[src/rtl/game_sched_pkg.sv]
// Shared types, phase codes and the speed-scaled terminal value helper for game_step_scheduler.
package game_sched_pkg;

  typedef enum logic [2:0] {
    ST_IDLE,
    ST_WAIT_TICK,
    ST_MOVE,
    ST_CHECK,
    ST_DRAW,
    ST_PAUSED,
    ST_OVER
  } sched_state_t;

  localparam logic [1:0] PHASE_MOVE  = 2'd0;
  localparam logic [1:0] PHASE_CHECK = 2'd1;
  localparam logic [1:0] PHASE_DRAW  = 2'd2;

  // Widest prescaler the helper supports; callers cast the result to their own width.
  localparam int EFF_MAX_W = 16;

  function automatic logic [EFF_MAX_W-1:0] eff_max_calc(
    input logic [EFF_MAX_W-1:0] base_max,
    input logic [2:0]           speed
  );
    logic [EFF_MAX_W-1:0] shifted;
    shifted = base_max >> speed;
    return (shifted == '0) ? EFF_MAX_W'(1) : shifted;
  endfunction

endpackage

[src/rtl/game_step_scheduler_tick_prescaler.sv]
// Wrap counter with enable, clear and terminal compare; tick is high while count >= term.
module tick_prescaler #(
  parameter int PRESCALE_W = 10
) (
  input  logic                  clock,
  input  logic                  clear,
  input  logic                  enable,
  input  logic [PRESCALE_W-1:0] term,
  output logic [PRESCALE_W-1:0] count,
  output logic                  tick
);

  // >= rather than == so a terminal value that drops below count still wraps.
  assign tick = (count >= term);

  always_ff @(posedge clock) begin
    if (clear) begin
      count <= '0;
    end else if (enable) begin
      count <= tick ? '0 : count + PRESCALE_W'(1);
    end
  end

endmodule

[src/rtl/game_step_scheduler.sv]
// Per-tick MOVE/CHECK/DRAW sequencer with run, pause and game-over control.
// Optional ack watchdog enabled by defining SCHED_ACK_TIMEOUT_EN.
module game_step_scheduler
  import game_sched_pkg::*;
#(
  parameter int PRESCALE_W  = 10,
  parameter int ACK_TIMEOUT = 255
) (
  input  logic                  clock,
  input  logic                  reset,
  input  logic                  start,
  input  logic                  pause_toggle,
  input  logic [2:0]            speed,
  input  logic [PRESCALE_W-1:0] base_max,
  input  logic                  phase_ack,
  input  logic                  collide,
  output logic                  phase_req,
  output logic [1:0]            phase_sel,
  output logic                  running,
  output logic                  game_over,
  output logic [PRESCALE_W-1:0] tick_count,
  output logic [PRESCALE_W-1:0] step_count,
  output logic                  timeout_err
);

  sched_state_t          state, state_n;
  logic                  pause_pending, pause_pending_n;
  logic [PRESCALE_W-1:0] eff_max;
  logic                  tick;
  logic                  tick_en;
  logic                  tick_clr;
  logic                  game_clr;
  logic                  step_inc;
  logic                  want_pause;
  logic                  timeout_hit;

  assign eff_max = PRESCALE_W'(eff_max_calc(EFF_MAX_W'(base_max), speed));

  tick_prescaler #(
    .PRESCALE_W (PRESCALE_W)
  ) u_prescaler (
    .clock  (clock),
    .clear  (reset | tick_clr),
    .enable (tick_en),
    .term   (eff_max),
    .count  (tick_count),
    .tick   (tick)
  );

`ifdef SCHED_ACK_TIMEOUT_EN
  localparam int WAIT_W = $clog2(ACK_TIMEOUT + 1);
  logic [WAIT_W-1:0] wait_cnt;

  // Fires on the edge that would bring the unacknowledged wait up to ACK_TIMEOUT.
  assign timeout_hit = phase_req && !phase_ack && (wait_cnt == WAIT_W'(ACK_TIMEOUT - 1));

  always_ff @(posedge clock) begin
    if (reset) begin
      wait_cnt    <= '0;
      timeout_err <= 1'b0;
    end else begin
      if (state_n != state) begin
        wait_cnt <= '0;
      end else if (phase_req && !phase_ack) begin
        wait_cnt <= wait_cnt + WAIT_W'(1);
      end
      if (game_clr) begin
        timeout_err <= 1'b0;
      end else if (timeout_hit && state_n == ST_OVER) begin
        timeout_err <= 1'b1;
      end
    end
  end
`else
  assign timeout_hit = 1'b0;
  assign timeout_err = 1'b0;
`endif

  // A pending pause from the phase sequence and a fresh toggle cancel each other.
  assign want_pause = pause_pending ^ pause_toggle;

  always_comb begin
    state_n         = state;
    pause_pending_n = pause_pending;
    tick_en         = 1'b0;
    tick_clr        = 1'b0;
    game_clr        = 1'b0;
    step_inc        = 1'b0;
    case (state)
      ST_IDLE, ST_OVER: begin
        pause_pending_n = 1'b0;
        if (start) begin
          state_n  = ST_WAIT_TICK;
          tick_clr = 1'b1;
          game_clr = 1'b1;
        end
      end
      ST_WAIT_TICK: begin
        if (tick) begin
          tick_en         = 1'b1;
          state_n         = ST_MOVE;
          pause_pending_n = want_pause;
        end else if (want_pause) begin
          state_n         = ST_PAUSED;
          pause_pending_n = 1'b0;
        end else begin
          tick_en = 1'b1;
        end
      end
      ST_PAUSED: begin
        pause_pending_n = 1'b0;
        if (pause_toggle) begin
          state_n = ST_WAIT_TICK;
        end
      end
      ST_MOVE, ST_CHECK, ST_DRAW: begin
        if (pause_toggle) begin
          pause_pending_n = ~pause_pending;
        end
        if (phase_ack) begin
          case (state)
            ST_MOVE:  state_n = ST_CHECK;
            ST_CHECK: state_n = collide ? ST_OVER : ST_DRAW;
            default: begin
              state_n  = ST_WAIT_TICK;
              step_inc = 1'b1;
            end
          endcase
        end else if (timeout_hit) begin
          state_n = ST_OVER;
        end
      end
      default: state_n = ST_IDLE;
    endcase
  end

  always_ff @(posedge clock) begin
    if (reset) begin
      state         <= ST_IDLE;
      pause_pending <= 1'b0;
      step_count    <= '0;
      phase_req     <= 1'b0;
      phase_sel     <= PHASE_MOVE;
      running       <= 1'b0;
      game_over     <= 1'b0;
    end else begin
      state         <= state_n;
      pause_pending <= pause_pending_n;
      if (game_clr) begin
        step_count <= '0;
      end else if (step_inc) begin
        step_count <= step_count + PRESCALE_W'(1);
      end
      // Outputs are decoded from the next state so they line up with the registered state.
      phase_req <= (state_n == ST_MOVE) || (state_n == ST_CHECK) || (state_n == ST_DRAW);
      case (state_n)
        ST_CHECK: phase_sel <= PHASE_CHECK;
        ST_DRAW:  phase_sel <= PHASE_DRAW;
        default:  phase_sel <= PHASE_MOVE;
      endcase
      running   <= (state_n == ST_WAIT_TICK) || (state_n == ST_MOVE) ||
                   (state_n == ST_CHECK) || (state_n == ST_DRAW);
      game_over <= (state_n == ST_OVER);
    end
  end

endmodule

[config.mk]
export PLATFORM = sky130hd
export DESIGN_NAME = game_step_scheduler
export DESIGN_NICKNAME = d
export VERILOG_FILES = /design/src/rtl/game_sched_pkg.sv /design/src/rtl/game_step_scheduler_tick_prescaler.sv /design/src/rtl/game_step_scheduler.sv
export SDC_FILE = /design/constraint.sdc
export NUM_CORES = 1
export LEC_CHECK = 0
export CAP_MARGIN = 20
export CORE_ASPECT_RATIO = 1.4
export CORE_MARGIN = 2
export CORE_UTILIZATION = 35
export DETAILED_ROUTE_END_ITERATION = 10
export GPL_ROUTABILITY_DRIVEN = 0
export MAX_ROUTING_LAYER = met4
export SKIP_CTS_REPAIR_TIMING = 1
export SYNTH_ARGS = -nofsm -noshare
export SYNTH_HDL_FRONTEND = slang
export SYNTH_SLANG_ARGS = --single-unit
export TNS_END_PERCENT = 20
[constraint.sdc]
create_clock -name clock -period 6.3 [get_ports clock]
set_input_delay 0.63 -clock clock [delete_from_list [all_inputs] [get_ports clock]]
set_output_delay 0.63 -clock clock [all_outputs]
set_load 0.05 [all_outputs]
==> results of run 1 <==
-- synthesized netlist by cell type (2+ instances only) --
library cell	instances	area, sq um
nand4b_1	2	17.5
nor3b_1	6	45.0
nand3b_1	2	15.0
nor2b_1	6	37.5
ha_1	12	150
dfxtp_1	29	581
nand2b_1	6	37.5
a31oi_1	2	12.5
nand3_1	8	40.0
nor2_1	23	86.3
and3_1	4	25.0
o21a_1	2	15.0
a21oi_1	14	70.1
xor2_1	11	96.3
clkbuf_1	7	26.3
mux2i_1	13	130
buf_2	3	15.0
xnor2_1	3	26.3
and3b_1	3	26.3
o211ai_1	2	15.0
nand4_1	2	12.5
buf_1	2	7.51
a211oi_1	2	15.0
mux4_2	3	67.6
a21o_1	7	52.6
nand2_1	22	82.6
inv_1	5	18.8
nor3_1	4	20.0
mux2_2	2	22.5
o21bai_1	2	15.0
o21ai_0	17	85.1
-- power groups by stage --
stage | logic, mW | clock network, mW | registers (mW)
2_1_floorplan | 0.0911 | 0 | 0.213
4_1_cts | 0.136 | 0.172 | 0.202
3_5_place_dp | 0.135 | 0 | 0.207
6_report | 0.135 | 0.167 | 0.203
5_1_grt | 0.149 | 0.180 | 0.205
3_3_place_gp | 0.134 | 0 | 0.206
-- cell families (layout without fill, tap and decap cells) --
kind of cell / count (synthesis) / after routing / synth area share (%)
AND/OR/NAND/NOR: 100 / 100 / 26.8
AO/OA/AOI/OAI: 58 / 58 / 18.3
flip-flops: 29 / 29 / 27.6
multiplexers: 18 / 18 / 10.5
buffers and inverters: 18 / 57 / 3.57
XOR/XNOR: 14 / 14 / 5.83
adder cells (fa/ha/maj): 12 / 12 / 7.14
other: 1 / 1 / 0.178
-- area by class of cell --
class / instances / area share [%]
Clock inverter: 1 / 0.187
Multi-Input combinational cell: 203 / 54.1
Timing Repair Buffer: 44 / 16.4
Clock buffer: 7 / 3.60
Tap cell: 70 / 3.28
Sequential cell: 29 / 21.7
Inverter: 5 / 0.702
-- routing by layer --
layer  track usage, %  up-vias  wire, microns
met5                -        -              0
met4             5.88        0             66
met3             2.20        6            166
met2             29.6       37           2460
met1             17.7      863           2090
li1                 -      981              -
-- registers in the layout (all words and copies together), names as in the netlist --
name               count
step_count            10
u_prescaler.count     10
state                  3
phase_sel              2
game_over              1
pause_pending          1
phase_req              1
running                1
-- worst max-delay path by stage --
stage               startpoint                   end  slack, ns  cells after the start
detailed placement    speed[1]  u_prescaler.count[9]       1.48                     14
global placement      speed[1]  u_prescaler.count[8]       1.56                     14
finish                speed[1]  u_prescaler.count[8]       1.78                     14
CTS                   speed[1]  u_prescaler.count[9]       1.78                     14
floorplan             speed[1]  u_prescaler.count[8]       2.50                     14
global route          speed[1]  u_prescaler.count[9]       1.47                     14
-- worst min-delay path: cells and delay by family (launching register included) --
kind	cells	cell delay (ns)
DFF	1	0.35
xor gates and xnor gates	1	0.07
and+or+nand+nor	1	0.07
==> qor.yml, run 1 <==
status:
  status: "completed"
hold_path:
  worstHoldStart: "step_count[9]"
  hold_path_class: "register to register"
  hold_end: "step_count[9]"
  whs_path_depth: 2
route:
  first_pass_iters: 4
  ant_nets: 0
  viasPerCell: 5.26
  wl_per_cell_microns: 13.3
  vias: 1887
  drcViolationCount: 0
  drt-initial-drc-count: 112
  routed_wirelength_microns: 4780
logic_synthesis:
  synth-edff-count: 0
  synth.avg_cell_area_sq_um: 8.41
  ys.flop_type: "dfxtp_1"
  synth_area_sq_um: 2100
  async_flop_share_pct: 0
  ys_seq_area_share_pct: 27.6
  ys.warnings.count: 0
  synth.distinct_cells: 55
  yosys_register_bits: 29
  postSynthCellCount: 250
  syn_nets: 281
layout:
  syn2layout_area_growth_pct: 27.1
  final_common_cell: "clkdlybuf4s50_1"
  layout_common_cells: "clkdlybuf4s50_1, dfxtp_1, nor2_1, nand2_1, o21ai_0"
  final_core_util_pct: 45.9
  layout.nets: 319
  multi_input_area_sq_um: 1450
  fin_cells: 359
  n_fill_cell: 582
  drive_above_1_share_pct: 7.96
  antennaDiodeCount: 0
  final_area_sq_um: 2670
  layout.area.seq_sq_um: 581
setup_path:
  critPathMaxStageDelay_ns: 0.90
  crit_path_top_delay_cell: "clkdlybuf4s50_1"
  cp.arrival_ns: 4.72
  cp-end-kind: "register"
  crit_family: "simple AND/OR/NAND/NOR gates"
  r2r_setup_slack_ns: 3.80
  cp_num_buf_inv: 1
  worst_r2r_startpoint: "u_prescaler.count[0]"
  critPathLaunchType: "input port"
  path_class: "input port to register"
  rr_endpoint: "u_prescaler.count[8]"
  path_max_fanout: 16
  path_cells: "clkdlybuf4s50_1 -> mux4_2 -> mux2i_1 -> nand2_1 -> nand4b_1 -> nor2b_1 -> a21oi_1 -> ha_1 -> nand2b_4 -> a21o_1 -> a311oi_4 -> nand3_4 -> or4_1 -> a31oi_1"
  crit_required_ns: 6.50
  worstRegToRegCells: 8
flow_run:
  max_cap_viol_count: 0
timing:
  max_freq_mhz: 221
  slew_headroom_pct: 55.1
  fin_skew_ns: 0.00692
  whs_ns: 0.519
  setup_tns_ns: 0
  hold_violations: 0
  setup_violations: 0
  fin_crit_sh_pct: 71.7
  fin_crit_ns: 4.52
  drv_slew: 0
  fin_ws_ns: 1.78
  rsz0062_at_grt: "false"
  tightest_slew_ns: 0.672
power:
  p_seq_share_pct: 40.2
  internal_power_mw: 0.349
  power.density_nw_per_um2: 189
  leakage_nw: 1.06
  switching_share_pct: 30.9
  comb_power_share_pct: 26.7
  power_mw: 0.505
  vdd_drop_max_mv: 0.0759
  pwr-share-clk_pct: 33.1
  power_switching_mw: 0.156
global_route:
  grt_pass1_wl_microns: 8450
  overflow: 0
  antenna_found_initial: 0
  grtUsageTotal_pct: 16.1
  grt_pass1_vias: 1814
  grt_max_degree: 19
floorplan:
  die_width_microns: 69.5
  die_h_microns: 95.7
  core_area_sq_um: 5820
  start_util_pct: 36.1
  rows: 33
  die-area_sq_um: 6650
  io_pins: 45
place:
  numPortBuffers: 43
  hpwl_microns: 3690
  placed_cell_area_sq_um: 2570
  place_inst: 351
  pre_cts_ws_ns: 1.48
clock_network:
  htree_levels: 2
  cts_tree: "built"
  clockRootBuffer: "clkbuf_8"
  clkTransAtPathRegs_ns: 0.06
  cts_made_buffers: 5
  numClockSinks: 29
  clk_latency_ns: 0.28
  cts.path.max_buffers: 2
(Power assumes the default switching activity.)
==> inputs of run 2 (changes only) <==
==> constraint.sdc (replaced) <==
create_clock -name clock -period 4.49 [get_ports clock]
set_input_delay 0.449 -clock clock [delete_from_list [all_inputs] [get_ports clock]]
set_output_delay 0.449 -clock clock [all_outputs]
set_load 0.05 [all_outputs]
==> qor.yml, run 2 (same netlist as run 1, synthesis figures left out) <==
global_route:
  grt_max_degree: 19  # unchanged
  grtUsageTotal_pct: 15.3  # was 16.1%
  grt_pass1_wl_microns: 8050  # was 8450 microns
  overflow: 0  # unchanged
  grt_pass1_vias: 1753  # was 1,814
  antenna_found_initial: 0  # unchanged
layout:
  layout_common_cells: "clkdlybuf4s50_1, dfxtp_1, nor2_1, nand2_1, o21ai_0"  # unchanged
  final_area_sq_um: 2680  # was 2670 sq um
  syn2layout_area_growth_pct: 27.6  # was 27.1%
  multi_input_area_sq_um: 1450  # unchanged
  final_common_cell: "clkdlybuf4s50_1"  # unchanged
  n_fill_cell: 578  # was 582
  layout.nets: 323  # was 319
  antennaDiodeCount: 0  # unchanged
  final_core_util_pct: 46.1  # was 45.9%
  layout.area.seq_sq_um: 581  # unchanged
  reg_top3: "step_count (10), u_prescaler.count (10), state (3)"  # unchanged
  drive_above_1_share_pct: 8.19  # was 7.96%
setup_path:
  crit_required_ns: 4.69  # was 6.50 ns
  critPathLaunchType: "input port"  # unchanged
  worst_r2r_startpoint: "u_prescaler.count[0]"  # unchanged
  rr_endpoint: "u_prescaler.count[8]"  # unchanged
  r2r_setup_slack_ns: 2.00  # was 3.80 ns
  cp.arrival_ns: 4.26  # was 4.72 ns
  path_class: "input port to register"  # unchanged
  path_cells: "clkdlybuf4s50_1 -> buf_4 -> mux2i_1 -> mux2i_1 -> a21oi_1 -> nand4b_1 -> o21a_1 -> a21oi_1 -> ha_1 -> nand2b_4 -> a21o_1 -> a311oi_4 -> nand3_4 -> or4_1 -> a31oi_1"  # was clkdlybuf4s50_1 -> mux4_2 -> mux2i_1 -> nand2_1 -> nand4b_1 -> nor2b_1 -> a21oi_1 -> ha_1 -> nand2b_4 -> a21o_1 -> a311oi_4 -> nand3_4 -> or4_1 -> a31oi_1
  worstRegToRegCells: 8  # unchanged
  cp-startpoint: "speed[1]"  # unchanged
  critPathMaxStageDelay_ns: 0.54  # was 0.90 ns
  cp-endpoint: "u_prescaler.count[8]"  # unchanged
  path_max_fanout: 14  # was 16
  cp-end-kind: "register"  # unchanged
  crit_path_top_delay_cell: "clkdlybuf4s50_1"  # unchanged
floorplan:
  die_width_microns: 69.5  # unchanged
  io_pins: 45  # unchanged
  die_h_microns: 95.7  # unchanged
  start_util_pct: 36.1  # unchanged
  core_area_sq_um: 5820  # unchanged
  die-area_sq_um: 6650  # unchanged
  rows: 33  # unchanged
power:
  vdd_drop_max_mv: 0.111  # was 0.0759 mV
  leakage_nw: 1.06  # about the same
  power_mw: 0.678  # was 0.505 mW
  power.density_nw_per_um2: 253  # was 189 nW/um^2
clock_network:
  cts_made_buffers: 5  # unchanged
  cts.path.max_buffers: 2  # unchanged
  clk_latency_ns: 0.28  # about the same
  cts_tree: "built"  # unchanged
  clkTransAtPathRegs_ns: 0.06  # about the same
  clockRootBuffer: "clkbuf_8"  # unchanged
  numClockSinks: 29  # unchanged
  htree_levels: 2  # unchanged
route:
  drt-initial-drc-count: 98  # was 112
  ant_nets: 0  # unchanged
  routed_wirelength_microns: 4840  # was 4780 microns
  wl_per_cell_microns: 13.3  # about the same
  viasPerCell: 5.31  # was 5.26
  first_pass_iters: 4  # unchanged
  drcViolationCount: 0  # unchanged
  vias: 1927  # was 1,887
timing:
  fin_crit_ns: 4.06
  max_freq_mhz: 246
  hold_violations: 0  # unchanged
  fin_crit_sh_pct: 90.4
  fin_ws_ns: 0.433  # was 1.78 ns
  setup_tns_ns: 0  # unchanged
  fin_skew_ns: 0.00783  # was 0.00692 ns
  tightest_slew_ns: 0.545  # was 0.672 ns
  drv_slew: 0  # unchanged
  rsz0062_at_grt: "false"  # unchanged
  slew_headroom_pct: 63.6  # was 55.1%
  setup_violations: 0  # unchanged
hold_path:
  whs_path_depth: 2  # unchanged
  hold_path_class: "register to register"  # unchanged
place:
  pre_cts_ws_ns: 0.144  # was 1.48 ns
  hpwl_microns: 3840  # was 3690 microns
  numPortBuffers: 43  # unchanged
  placed_cell_area_sq_um: 2600  # was 2570 sq um
status:
  status: "completed"  # unchanged
flow_run:
  max_cap_viol_count: 0  # unchanged
-- run 2: changes by cell type in the layout (fill, tap and decap cells not counted) --
cell / previous run / this run
buf_4: 1 / 5
clkbuf_1: 0 / 3
clkbuf_8: 7 / 5
clkinv_2: 1 / 0
-- run 2: how the worst min path moves through the flow --
stage | start | to | slack [ns]
finish | step_count[9] | step_count[9] | 0.51
detailed placement | step_count[9] | step_count[9] | 0.51
global placement | step_count[9] | step_count[9] | 0.49
global route | step_count[9] | step_count[9] | 0.55
floorplan | pause_pending | pause_pending | 0.63
CTS | step_count[9] | step_count[9] | 0.52
-- run 2: area by class of cell --
cell class                 instances  area share [%]
tap                               70            3.27
clock buffer                       8            2.99
multi-input combinational        203            53.9
inverter                           5           0.700
timing repair buffer              48            17.5
sequential                        29            21.7
-- run 2: report_power, final --
part | switching (mW) | internal [mW]
registers | 0.0174 | 0.267
clock network | 0.0900 | 0.110
logic | 0.107 | 0.0863
total | 0.214 | 0.463
-- run 2: per-stage QoR --
step                      instances  hold slack [ns]
after detailed placement        355            0.509
after global placement          355            0.494
after CTS                       363            0.524
after floorplan                 250            0.633
final                           363            0.511
after global routing            363            0.550
-- run 2: routing by layer --
metal  share of wire (%)  GRT usage (%)
met5                   0              -
met4                 1.9           5.56
met3                 3.6           2.41
met2                  51           28.4
met1                  44           16.4
-- run 2: critical path: cells and delay by family --
kind | cells | cell delay (ns)
and+or+nand+nor | 4 | 0.94
AOI/OAI and AO/OA | 6 | 1.38
buffers and inverters | 2 | 0.78
muxes | 2 | 0.49
adders and majority gates | 1 | 0.24
